$ cat config.mk
export PLATFORM = sky130hd
export DESIGN_NAME = lane_dispatcher
export DESIGN_NICKNAME = d
export VERILOG_FILES = /design/src/rtl/lane_dispatcher_pkg.sv /design/src/rtl/lane_dispatcher_rr.sv /design/src/rtl/lane_dispatcher.sv
export SDC_FILE = /design/constraint.sdc
export NUM_CORES = 1
export LEC_CHECK = 0
export ABC_AREA = 1
export CAP_MARGIN = 20
export CORE_AREA = 4 4 174 176
export DETAILED_ROUTE_END_ITERATION = 8
export DIE_AREA = 0 0 178 180
export DONT_BUFFER_PORTS = 1
export PLACE_DENSITY = 0.64
export SETUP_SLACK_MARGIN = 0.05
export SYNTH_ARGS = -nofsm -noshare
export SYNTH_HDL_FRONTEND = slang
export SYNTH_SLANG_ARGS = --single-unit
$ cat constraint.sdc
create_clock -name clk -period 4.6 [get_ports clk]
set_input_delay 0.92 -clock clk [delete_from_list [all_inputs] [get_ports clk]]
set_output_delay 0.92 -clock clk [all_outputs]
set_load 0.05 [all_outputs]
$ cat src/rtl/lane_dispatcher_pkg.sv
// Shared widths, opcode type and dispatcher state encoding.
package lane_dispatcher_pkg;

    localparam int NUM_OF_LANES = 4;
    localparam int DATA_W       = 64;
    localparam int REG_PTR_W    = 5;
    localparam int LEN_W        = 32;
    localparam int FOP_W        = 4;
    localparam int LANE_IDX_W   = $clog2(NUM_OF_LANES);

    typedef logic [FOP_W-1:0] function_opcode_t;

    typedef enum logic [1:0] {
        IDLE  = 2'd0,
        REQ   = 2'd1,
        WAIT  = 2'd2,
        ISSUE = 2'd3
    } disp_state_t;

endpackage

$ cat src/rtl/lane_dispatcher_rr.sv
// Round-robin free-lane search: first idle lane at or after rr_ptr, wrapping.
module lane_rr_picker
    import lane_dispatcher_pkg::*;
(
    input  logic [NUM_OF_LANES-1:0] lane_busy,
    input  logic [LANE_IDX_W-1:0]   rr_ptr,
    output logic                    found,
    output logic [LANE_IDX_W-1:0]   idx
);

    // walk the lanes from rr_ptr; index arithmetic wraps because the lane count is a power of two
    always_comb begin
        logic [LANE_IDX_W-1:0] cand;
        found = 1'b0;
        idx   = '0;
        cand  = '0;
        for (int k = 0; k < NUM_OF_LANES; k++) begin
            cand = rr_ptr + LANE_IDX_W'(k);
            if (!found && !lane_busy[cand]) begin
                found = 1'b1;
                idx   = cand;
            end
        end
    end

endmodule

$ cat src/rtl/lane_dispatcher.sv
// Element-by-element sequencer for one vector-vector command: paired operand
// reads, then round-robin dispatch to a free functional lane.
//
//   state | meaning
//   IDLE  | waiting for a command, cmd_rdy high
//   REQ   | read requests out on both ports until each has been granted
//   WAIT  | collecting both operand responses
//   ISSUE | operands held, waiting for a free lane to dispatch to
module lane_dispatcher
    import lane_dispatcher_pkg::*;
(
    input  logic                    clk,
    input  logic                    reset,
    input  logic                    flush,
    input  logic                    cmd_vld,
    output logic                    cmd_rdy,
    input  logic [FOP_W-1:0]        cmd_op,
    input  logic [REG_PTR_W-1:0]    cmd_src0,
    input  logic [REG_PTR_W-1:0]    cmd_src1,
    input  logic [REG_PTR_W-1:0]    cmd_dst,
    input  logic [LEN_W-1:0]        cmd_len,
    output logic                    done,
    output logic [1:0]              rd_req_vld,
    output logic [REG_PTR_W-1:0]    rd_req_ptr0,
    output logic [REG_PTR_W-1:0]    rd_req_ptr1,
    output logic [LEN_W-1:0]        rd_req_addr,
    input  logic [1:0]              rd_req_grant,
    input  logic [1:0]              rd_rsp_vld,
    input  logic [DATA_W-1:0]       rd_rsp_data0,
    input  logic [DATA_W-1:0]       rd_rsp_data1,
    input  logic [NUM_OF_LANES-1:0] lane_busy,
    output logic [NUM_OF_LANES-1:0] lane_vld,
    output logic [DATA_W-1:0]       lane_data0,
    output logic [DATA_W-1:0]       lane_data1,
    output logic [REG_PTR_W-1:0]    lane_dst,
    output logic [LEN_W-1:0]        lane_addr,
    output logic [FOP_W-1:0]        lane_op
);

    localparam logic [NUM_OF_LANES-1:0] LANE_ONE = NUM_OF_LANES'(1);

    disp_state_t            state_q, state_d;
    function_opcode_t       op_q;
    logic [REG_PTR_W-1:0]   src0_q, src1_q, dst_q;
    logic [LEN_W-1:0]       len_q, elem_q;
    logic [1:0]             gnt_q, rcvd_q;
    logic [DATA_W-1:0]      opnd0_q, opnd1_q;
    logic [LANE_IDX_W-1:0]  rr_ptr_q, pick_idx;
    logic                   pick_found;
    logic [1:0]             gnt_now, gnt_all, rsp_take, rcvd_all;
    logic                   last_elem;

    lane_rr_picker u_picker (
        .lane_busy (lane_busy),
        .rr_ptr    (rr_ptr_q),
        .found     (pick_found),
        .idx       (pick_idx)
    );

    // request/response bookkeeping; a response counts only once its port has been granted
    always_comb begin
        cmd_rdy     = (state_q == IDLE);
        rd_req_vld  = (state_q == REQ && !flush) ? ~gnt_q : 2'b00;
        rd_req_ptr0 = src0_q;
        rd_req_ptr1 = src1_q;
        rd_req_addr = elem_q;
        gnt_now     = rd_req_vld & rd_req_grant;
        gnt_all     = gnt_q | gnt_now;
        rsp_take    = 2'b00;
        for (int i = 0; i < 2; i++) begin
            rsp_take[i] = rd_rsp_vld[i] &&
                          ((state_q == WAIT) || (state_q == REQ && gnt_q[i]));
        end
        rcvd_all    = rcvd_q | rsp_take;
        last_elem   = (elem_q == len_q - LEN_W'(1));
        lane_data0  = opnd0_q;
        lane_data1  = opnd1_q;
        lane_dst    = dst_q;
        lane_op     = op_q;
    end

    // next-state selection; flush overrides every transition
    always_comb begin
        state_d = state_q;
        if (flush) begin
            state_d = IDLE;
        end else begin
            case (state_q)
                IDLE:    if (cmd_vld && cmd_len != '0) state_d = REQ;
                REQ:     if (gnt_all == 2'b11) state_d = WAIT;
                WAIT:    if (rcvd_all == 2'b11) state_d = ISSUE;
                ISSUE:   if (pick_found) state_d = last_elem ? IDLE : REQ;
                default: state_d = IDLE;
            endcase
        end
    end

    // state, command latches, operand capture and registered lane/done strobes
    always_ff @(posedge clk or negedge reset) begin
        if (!reset) begin
            state_q   <= IDLE;
            op_q      <= '0;
            src0_q    <= '0;
            src1_q    <= '0;
            dst_q     <= '0;
            len_q     <= '0;
            elem_q    <= '0;
            gnt_q     <= '0;
            rcvd_q    <= '0;
            opnd0_q   <= '0;
            opnd1_q   <= '0;
            rr_ptr_q  <= '0;
            lane_vld  <= '0;
            lane_addr <= '0;
            done      <= 1'b0;
        end else begin
            state_q  <= state_d;
            lane_vld <= '0;
            done     <= 1'b0;
            if (flush) begin
                gnt_q  <= '0;
                rcvd_q <= '0;
            end else begin
                case (state_q)
                    IDLE: begin
                        if (cmd_vld) begin
                            if (cmd_len != '0) begin
                                op_q   <= cmd_op;
                                src0_q <= cmd_src0;
                                src1_q <= cmd_src1;
                                dst_q  <= cmd_dst;
                                len_q  <= cmd_len;
                                elem_q <= '0;
                                gnt_q  <= '0;
                                rcvd_q <= '0;
                            end else begin
                                done <= 1'b1;
                            end
                        end
                    end
                    REQ: begin
                        gnt_q <= (gnt_all == 2'b11) ? 2'b00 : gnt_all;
                    end
                    ISSUE: begin
                        if (pick_found) begin
                            lane_vld  <= LANE_ONE << pick_idx;
                            lane_addr <= elem_q;
                            rr_ptr_q  <= pick_idx + LANE_IDX_W'(1);
                            if (last_elem) begin
                                done <= 1'b1;
                            end else begin
                                elem_q <= elem_q + LEN_W'(1);
                                rcvd_q <= '0;
                            end
                        end
                    end
                    default: ;
                endcase
                if (rsp_take[0]) begin
                    opnd0_q   <= rd_rsp_data0;
                    rcvd_q[0] <= 1'b1;
                end
                if (rsp_take[1]) begin
                    opnd1_q   <= rd_rsp_data1;
                    rcvd_q[1] <= 1'b1;
                end
            end
        end
    end

endmodule

==> metrics.md <==
| Metric | Value |
|---|---|
| Routability congestion estimate | `0.942` |
| Post-Synth XOR/XNOR Area | `4.10%` |
| Register area share after synthesis | `50.0%` |
| Vias in the first global route | `9721` |
| Fill cells | `2652` |
| H-tree depth | `1` |
| Die Wd | `178 um` |
| Yosys reg bits | `256` |
| Leak | `6.31 nW` |
| Net Count, Synth | `1558` |
| Post-synth top area share | `50.0%` |
| Min Clock Period, post-route | `3210 ps` |
| Syn Area/Cell | `9.46 um2` |
| Max-slew headroom | `34.1%` |
| Average wire per standard cell | `21.6 um` |
| IO Count | `410` |
| GRT Util Overall | `23.3%` |
| Cells after synthesis | `1355` |
| Critical path class | `flop to primary output` |
| CTS Hold Bufs | `0` |
| CP startpoint kind | `flop` |
| Multi-input gate area | `5790 um2` |
| Final period utilization | `69.8%` |
| Status | `complete, no violations` |
| GRT overflow | `0` |
| PD cells | `809 nW/um2` |
| Asr flop ratio synth | `100%` |
| Crit path required time | `3680 ps` |
| Slew Viols, Final | `0` |
| Prevailing post-synth register cell | `dfrtp_1` |
| Synth top cells by count | `306 x nand2_1, 256 x dfrtp_1, 171 x mux2_2, 153 x nor2_1, 100 x inv_1` |
| Cell area after layout | `14200 um2` |
| Post-CTS setup buffer count | `0` |
| Simple-Gate Fraction of Synth Area | `21.7%` |
| Ranking of synthesized cells by area | `dfrtp_1 50%, mux2_2 15%, nand2_1 9.0%, nor2_1 4.5%, xor2_1 3.1%` |
| RSZ-0062 raised after global routing | `no` |
| Area delta synth->final | `10.8%` |
| Avg Vias per Cell | `5.38` |
| Most instantiated library cell after synthesis | `nand2_1` |
| Nature of the critical path endpoint | `primary output` |
| Final cell count without fillers | `1764` |
| Chip Height | `180 um` |
| Drt total wl | `38100 um` |
| # setup viols final | `0` |
| CTS resizes | `0` |
| Largest net degree at the start of global routing | `257` |
| Worst-path fanout max | `6` |
| Initial Util | `44.8%` |
| Total Nets Final | `1558` |
| Hold Vio Cnt, Final | `0` |
| Die area | `32000 um2` |
| Largest family of logic cells by synthesized area | `simple AND/OR/NAND/NOR gates` |
| CTS tree | `yes` |
| Netlist cell types | `38` |
| EDFF count, synth | `0` |
| Initial antenna violation count | `6` |
| First drt pass iteration count | `4` |
| Register Area | `6410 um2` |
| DP HPWL | `28700 um` |
| VDD IR max | `0.546 mV` |
| Routed Antenna Nets | `0` |
| Complex-gate fraction of the synthesized area | `3.01%` |
| Setup TNS | `0 ps` |
| Area after DPL | `13200 um2` |
| DRC Markers | `0` |
| Util after Layout | `49.6%` |
| Layout cells sized above 1 | `20.1%` |
| Worst reg-to-reg path cell count | `8` |
| Hold_ws | `76.0 ps` |
| Clk slew on worst S/H paths | `60 ps` |
| Area of the core | `28600 um2` |
| Transition time of the tightest slew-check pin | `984 ps` |
| Fmax | `0.311 GHz` |
| Total CTS buffers | `29` |
| CTS root buffer | `clkbuf_16` |
| Clk_lat worst skew | `550 ps` |
| DR iter-0 viols | `706` |
| CP arrival | `2290 ps` |
| IO buf count | `0` |
| Synth area leader | `dfrtp_1` |
| Mux share of post-synthesis cell area | `15.0%` |
| Adder-cell share of the synthesized area | `1.17%` |
| CTS Sinks | `256` |
| Syn Std Cell Area | `12800 um2` |
| First-pass GRT wire length | `58500 um` |
| Vias | `9483` |
| Placed cells | `1708` |
| Hold crit path type | `input pin to asynchronous set/reset pin` |
| Rows | `62` |
| Max-Cap Viols | `0` |
| Clock skew | `9.46 ps` |
| Synth warnings | `0` |
| Longest Clk Path Bufs | `3` |
## critical path, stage by stage, from the launching register on
cell and delay, ps:
dfrtp_1 440, inv_1 120, ha_1 150, inv_1 80, nor2_1 120, inv_1 90
nor2_1 750
## power by group
group	switching (mW)	internal [mW]	total [mW]
clock network	0.967	1.36	2.32
logic	1.27	1.16	2.44
registers	3.61	3.13	6.74
total	5.85	5.65	11.5
## flip-flops by register name, indices dropped and copies added (netlist names)
signal       cells
lane_data1      64
lane_dst         5
lane_addr       32
rd_req_ptr1      5
gnt_q            2
rr_ptr_q         2
lane_vld         4
state_q          2
done             1
lane_data0      64
rd_req_addr     32
len_q           32
rd_req_ptr0      5
rcvd_q           2
lane_op          4
## metal layers
| layer | vias up | track usage [%] | part of all wire [%] |
|---|---|---|---|
| li1 | 4467 | - | - |
| met1 | 4559 | 28.4 | 37 |
| met2 | 389 | 38.5 | 49 |
| met3 | 66 | 8.74 | 11 |
| met4 | 2 | 6.99 | 2.9 |
| met5 | - | 0 | 0.018 |
## logic make-up (layout without fill, tap and decap cells)
family	after synthesis	after routing
buf+inv	157	178
other cells	0	4
mux	171	171
compound gates	72	72
flops	256	256
fa+ha+maj	12	12
simple gates	627	627
xor+xnor	60	60
## worst paths after layout
check	end	slack, ps	startpoint
max in group asynchronous	lane_data0[39]	4220	reset
max	rd_req_vld[1]	1390	state_q[1]
max reg2reg	rd_req_addr[4]	1470	state_q[0]
min reg2reg	rcvd_q[0]	480	rcvd_q[0]
min	len_q[0]	80	reset
min in group clk	rcvd_q[0]	480	rcvd_q[0]
## layout by cell type, fill, tap and decap left out, drive strengths merged, types with 6 or more instances in the layout
master / instances
a21oi: 16
buf: 21
clkbuf: 37
clkinv: 6
dfrtp: 256
ha: 12
inv: 107
mux2: 171
nand2: 312
nand3: 34
nand3b: 8
nand4: 58
nor2: 168
nor3: 23
nor4: 17
o21ai: 46
xnor2: 14
xor2: 46
## layout make-up
class                           instances  area share (%)
Multi-Input combinational cell        942            40.8
Antenna cell                            4          0.0705
Clock inverter                         15            1.10
Timing Repair Buffer                   21            1.11
Inverter                              105            2.77
Sequential cell                       256            45.1
Clock buffer                           37            5.67
Tap cell                              384            3.38
## per-stage QoR
stage	setup WS, ps	power (mW)
after floorplan	1920	8.53
after global placement	1150	9.15
after detailed placement	1050	9.23
after CTS	1340	11.6
after global routing	1100	12.1
final	1390	11.5
Note: power is estimated with default switching activity, not from simulation.
